<file path="config.mk">
export PLATFORM = sky130hd
export DESIGN_NAME = ship_rom_arb
export DESIGN_NICKNAME = d
export VERILOG_FILES = /design/src/rtl/ship_rom_arb.sv
export SDC_FILE = /design/constraint.sdc
export NUM_CORES = 1
export LEC_CHECK = 0
export ABC_AREA = 1
export CAP_MARGIN = 30
export CORE_MARGIN = 4
export CORE_UTILIZATION = 39
export CTS_CLUSTER_SIZE = 20
export DETAILED_ROUTE_END_ITERATION = 7
export PLACE_DENSITY = 0.79
export SETUP_SLACK_MARGIN = 0.02
export SYNTH_ARGS = -nofsm -noshare
export SYNTH_HDL_FRONTEND = slang
export SYNTH_SLANG_ARGS = --single-unit
</file>
<file path="constraint.sdc">
create_clock -name clk -period 1.27 [get_ports clk]
set_clock_uncertainty 0.05 [all_clocks]
set_input_delay 0.381 -clock clk [delete_from_list [all_inputs] [get_ports clk]]
set_output_delay 0.381 -clock clk [all_outputs]
set_load 0.005 [all_outputs]
</file>
<file path="src/rtl/ship_rom_arb.sv">
// ship_rom_arb: round-robin arbiter sharing one registered sprite line ROM between requesters.
// Ports: clk, rst_n (async active-low); req/req_addr requests with packed addresses;
// gnt one-hot combinational grant; rom_addr/rom_data ROM side; rsp_valid/rsp_id/rsp_data
// registered response returned ROM_LAT+1 edges after the grant edge.
// Build option: SHIP_ROM_ARB_FIXED_PRIO_EN selects fixed priority (lowest index wins, no ptr).
module ship_rom_arb #(
  parameter int NUM_REQ = 2,
  parameter int ADDR_W  = 8,
  parameter int DATA_W  = 48,
  parameter int ROM_LAT = 1,
  localparam int IW = NUM_REQ > 1 ? $clog2(NUM_REQ) : 1
) (
  input  logic                      clk,
  input  logic                      rst_n,
  input  logic [NUM_REQ-1:0]        req,
  input  logic [NUM_REQ*ADDR_W-1:0] req_addr,
  output logic [NUM_REQ-1:0]        gnt,
  output logic [ADDR_W-1:0]         rom_addr,
  input  logic [DATA_W-1:0]         rom_data,
  output logic [NUM_REQ-1:0]        rsp_valid,
  output logic [IW-1:0]             rsp_id,
  output logic [DATA_W-1:0]         rsp_data
);
  // Stage 0 runs alongside rom_addr; stage ROM_LAT lines up with rom_data.
  logic [NUM_REQ-1:0] tag_pipe [0:ROM_LAT];
  logic [ADDR_W-1:0]  addr_sel;
  logic [IW-1:0]      tag_id;
`ifdef SHIP_ROM_ARB_FIXED_PRIO_EN
  always_comb begin
    gnt = '0;
    for (int i = NUM_REQ - 1; i >= 0; i--)
      if (req[i]) begin
        gnt    = '0;
        gnt[i] = 1'b1;
      end
    gnt = rst_n ? gnt : '0;
  end
`else
  logic [IW-1:0] ptr;
  logic [IW-1:0] win;
  logic          found;
  // Two passes emulate a search starting at ptr+1 and wrapping to 0..ptr.
  always_comb begin
    gnt   = '0;
    win   = '0;
    found = 1'b0;
    for (int i = 0; i < NUM_REQ; i++)
      if (!found && i > int'(ptr) && req[i]) begin
        gnt[i] = 1'b1;
        win    = i[IW-1:0];
        found  = 1'b1;
      end
    for (int i = 0; i < NUM_REQ; i++)
      if (!found && i <= int'(ptr) && req[i]) begin
        gnt[i] = 1'b1;
        win    = i[IW-1:0];
        found  = 1'b1;
      end
    gnt = rst_n ? gnt : '0;
  end
  always_ff @(posedge clk or negedge rst_n)
    if (!rst_n) ptr <= IW'(NUM_REQ - 1);
    else if (|gnt) ptr <= win;
`endif
  always_comb begin
    addr_sel = '0;
    tag_id   = '0;
    for (int i = 0; i < NUM_REQ; i++) begin
      if (gnt[i]) addr_sel = req_addr[i*ADDR_W +: ADDR_W];
      if (tag_pipe[ROM_LAT][i]) tag_id = tag_id | i[IW-1:0];
    end
  end
  always_ff @(posedge clk or negedge rst_n)
    if (!rst_n) begin
      rom_addr  <= '0;
      rsp_valid <= '0;
      rsp_id    <= '0;
      rsp_data  <= '0;
      for (int k = 0; k <= ROM_LAT; k++) tag_pipe[k] <= '0;
    end else begin
      if (|gnt) rom_addr <= addr_sel;
      tag_pipe[0] <= gnt;
      for (int k = 1; k <= ROM_LAT; k++) tag_pipe[k] <= tag_pipe[k-1];
      rsp_valid <= tag_pipe[ROM_LAT];
      if (|tag_pipe[ROM_LAT]) begin
        rsp_data <= rom_data;
        rsp_id   <= tag_id;
      end
    end
endmodule

</file>
Yosys cells after proc, flatten, opt, wreduce, memory -nomap -nowiden:

Index checks and enable logic that the tools add are counted.

* order comparisons: 2
* mux-type cells: 10
* reductions and logical operators: 8

Operator list (number)
* $mux W8: 2
* $mux W1: 7
* $logic_and A1 B1 Y1: 4
* $reduce_or A2 Y1: 2
* $logic_not A1 Y1: 2
* $mux W2: 1
* $gt A1 B1 Y1 const A: 1
* $le A1 B1 Y1 const A: 1

* flip-flop bits (word level): 64
* input bits: 68
* output and inout port bits: 61
* word-level logic and storage cells: 27

Depth between registers and ports, before layout:

* word-level depth: 13
* mapped depth: 5
* depth with buffers taken out: 4

Worst setup path before layout:

Ideal clock, no wire load.

* kind: input to output
* start point: input port rst_n
* end point: output port gnt[1]
* arrival time: 0.843 ns
* required time: 0.839 ns
* slack: -0.004 ns
* stages: 4
* cell sequence: nand2_2 -> clkinv_1 -> nand2_1 -> inv_1

* longest elaborated chain between the ends: 1

Ends and longest elaborated chain
* from (decl): RTL line 14 `input logic rst_n,`
* $mux W2: RTL line 59 `gnt = rst_n ? gnt : '0;`
* to (decl): RTL line 17 `output logic [NUM_REQ-1:0] gnt,`

Every way passes these cells.

Final worst setup path:

* start point: register ptr
* end point: output port gnt[0]

* longest elaborated chain between the ends: 7

Ends and longest elaborated chain
* from (decl): RTL line 39 `logic [IW-1:0] ptr;`
* from (signal assigned): RTL line 62 `if (!rst_n) ptr <= IW'(NUM_REQ - 1);`
* from (signal assigned): RTL line 63 `else if (|gnt) ptr <= win;`
* $gt A1 B1 Y1: RTL line 48 `if (!found && i > int'(ptr) && req[i]) begin`
* $logic_and A1 B1 Y1: RTL line 48
* $mux W1: RTL line 48
* $logic_not A1 Y1: RTL line 54 `if (!found && i <= int'(ptr) && req[i]) begin`
* $logic_and A1 B1 Y1: RTL line 54
* $mux W1: RTL line 54
* $mux W2: RTL line 59

Every way passes these cells.

==> summary.md <==
| Metric | Value |
|---|---|
| Status | `finished, violations left` |
| Failing checks | `setup timing` |
| Worst Path Required | `0.84 ns` |
| Syn_area_per_cell | `9.37 um^2` |
| Syn. warnings | `0` |
| Pin count of the biggest net entering global routing | `50` |
| DR pass1 iterations | `4` |
| CP Capture Type | `output pin` |
| Clock transition at path regs | `0.06 ns` |
| Multi-input logic area | `822 um^2` |
| Syn Inst Count | `268` |
| Achievable Freq | `0.633 GHz` |
| Core area | `0.00610 mm^2` |
| Detailed-route vias per instance | `4.91` |
| Pwr per Cell Area | `1350 mW/mm^2` |
| Synth Register Bits | `64` |
| Antenna fix cells | `0` |
| Num CTS Buffers | `9` |
| Initial DRC count | `91` |
| DRC viols | `0` |
| Post-synth top area cell | `dfrtp_1` |
| Root Buffer | `clkbuf_8` |
| Worst-path cell chain | `inv_2, a21oi_2, buf_2` |
| HP Class | `input port to asynchronous set/reset pin` |
| Final Cell Area | `0.00404 mm^2` |
| CTS tree | `yes` |
| Slew Limit Headroom | `67.0%` |
| Max stage delay cell, worst path | `dfstp_2` |
| Commonest cells after routing, fill and taps aside | `nand2_1, clkdlybuf4s50_1, dfrtp_1` |
| DP Area | `0.00393 mm^2` |
| Clk sink count | `64` |
| Worst setup path class | `flop to output pin` |
| Final worst-path cycle share | `124%` |
| Final Hold Violating Endpoints | `0` |
| Die Y | `88.3 um` |
| Min setup slack post-route | `-0.309 ns` |
| Yosys cell types | `16` |
| Slew @ Worst Pin | `0.496 ns` |
| Total Wirelength | `7460 um` |
| VDD IR max | `700 uV` |
| Clk buf depth | `2` |
| Worst Path Max Fanout | `2` |
| Synth top area cells | `dfrtp_1, nand2_1, o21ai_0` |
| Area delta synth->final | `60.8%` |
| Pins Over Slew Limit | `0` |
| Detailed Place HPWL | `5100 um` |
| Routability Congestion | `0.796` |
| Share of cells above drive strength 1 | `29.5%` |
| Antenna violations before repair | `0` |
| Hold Slack | `0.0758 ns` |
| Max stage delay on crit path | `0.55 ns` |
| Sequential Area | `0.00160 mm^2` |
| Vias in the first global route | `2530` |
| Util after Layout | `66.3%` |
| Antenna viol nets, final | `0` |
| Die width | `88.3 um` |
| DR vias | `2531` |
| Initial Utilization | `41.2%` |
| Commonest non-fill, non-tap cell in the layout | `nand2_1` |
| Maxcap violations | `0` |
| Later-pin clock latency in the skew report | `0.31 ns` |
| Crit path time final | `1.58 ns` |
| Top Ports | `129` |
| WP buf/inv | `2` |
| Critical Path AT | `1.15 ns` |
| Post-Syn Nets | `336` |
| Fill cell total of the finished layout | `488` |
| Kind of cell adding the most delay to the critical path | `flip-flops` |
| Seq/Total Area, Yosys | `63.8%` |
| Die ar. | `0.00779 mm^2` |
| Leakage power | `2.13 nW` |
| Final setup vio count | `4` |
| H-tree levels | `3` |
| Mapped cell area | `0.00251 mm^2` |
| Synth top area share | `62.7%` |
| First-pass GRT wire length | `11500 um` |
| Port bufs | `128` |
| RSZ-0062 raised after global routing | `yes` |
| Routed WL per cell | `14.5 um` |
| Row Count | `28` |
| Global route overflow | `0` |
| Tot GR Track Use | `19.0%` |
| Final net count | `506` |
| CP startpoint kind | `flop` |
## area by class of cell
| type | count | share of cell area [%] |
|---|---|---|
| timing repair buffer | 174 | 33.3 |
| multi-input combinational | 185 | 20.3 |
| sequential | 64 | 39.7 |
| clock inverter | 1 | 0.124 |
| inverter | 4 | 0.403 |
| clock buffer | 12 | 3.84 |
| tap | 75 | 2.32 |
## power by group
group / internal (mW) / leakage (nW) / total [mW] / switching (mW)
Clock: 0.780 / 0.0842 / 1.44 / 0.662
Combinational: 0.822 / 1.25 / 1.46 / 0.640
Sequential: 2.38 / 0.789 / 2.55 / 0.176
Total: 3.98 / 2.13 / 5.46 / 1.48
## timing repair
item	CTS	global route
hold buffers	0	0
gates cloned	0	0
pin swaps	2	1
endpoints found under the hold margin	0	0
setup endpoints to repair	70	70
buffers inserted	12	21
gates resized for setup	252	1
## registers in the layout, indices dropped and copies added (netlist names)
| register | count |
|---|---|
| rsp_id | 1 |
| ptr | 1 |
| tag_pipe | 4 |
| rom_addr | 8 |
| rsp_data | 48 |
| rsp_valid | 2 |
## per-stage QoR
step           setup WS [ns]  total power [mW]  TNS [ns]  std cells
4_1_cts               -0.349              5.34    -0.901        494
6_report              -0.309              5.46    -0.618        515
3_5_place_dp          -0.817              4.11     -5.59        469
5_1_grt               -0.367              5.80     -2.39        515
3_3_place_gp          -0.782              4.07     -4.90        469
2_1_floorplan         0.0360              3.03         0        268
## worst paths after layout
kind                                        from                        to  slack, ns  depth (start not counted)
max                              ptr$_DFFE_PN1P_                    gnt[0]      -0.31                          3
min                                        rst_n  rsp_data[11]$_DFFE_PN0P_       0.08                          2
max reg2reg                      ptr$_DFFE_PN1P_   rom_addr[5]$_DFFE_PN0P_       0.03                          5
min reg2reg                tag_pipe[3]$_DFF_PN0_     tag_pipe[1]$_DFF_PN0_       0.30                          0
max in group asynchronous                  rst_n           ptr$_DFFE_PN1P_       0.66                          2
min in group clk           tag_pipe[3]$_DFF_PN0_     tag_pipe[1]$_DFF_PN0_       0.30                          0
## synthesized netlist by cell type
library cell   n
a21oi_1        1
o21ai_1        7
a21o_1         1
buf_2          6
nand2_1       99
nand2_2        2
inv_1          2
buf_6          2
dfstp_2        1
dfrtp_1       63
nand3_1       32
clkinv_1       2
nor2_2         1
o21ai_0       42
clkbuf_1       5
buf_4          2
## cell families (layout without fill, tap and decap cells)
family / Yosys count / count (layout) / share of synthesized area (%)
buffers and inverters: 19 / 191 / 4.03
AO/OA/AOI/OAI: 51 / 51 / 10.3
flip-flops: 64 / 64 / 63.8
AND/OR/NAND/NOR: 134 / 134 / 21.9
## worst reg2reg max path, cell delays in order, from the launching register on
cell and delay [ns]:
dfstp_2 0.55, inv_2 0.05, buf_4 0.12, nand2_1 0.20, nand3_1 0.13, nand3_1 0.08
## routing by layer
| metal | share of wire, % | vias to the layer above | track usage (%) | routed length [um] |
|---|---|---|---|---|
| met5 | 0 | - | 0 | 0 |
| met4 | 2.4 | 0 | 8.65 | 181 |
| met3 | 12 | 21 | 7.45 | 900 |
| met2 | 46 | 122 | 30.1 | 3470 |
| met1 | 39 | 1176 | 23.0 | 2910 |
| li1 | - | 1212 | - | - |
(Power assumes the default switching activity.)
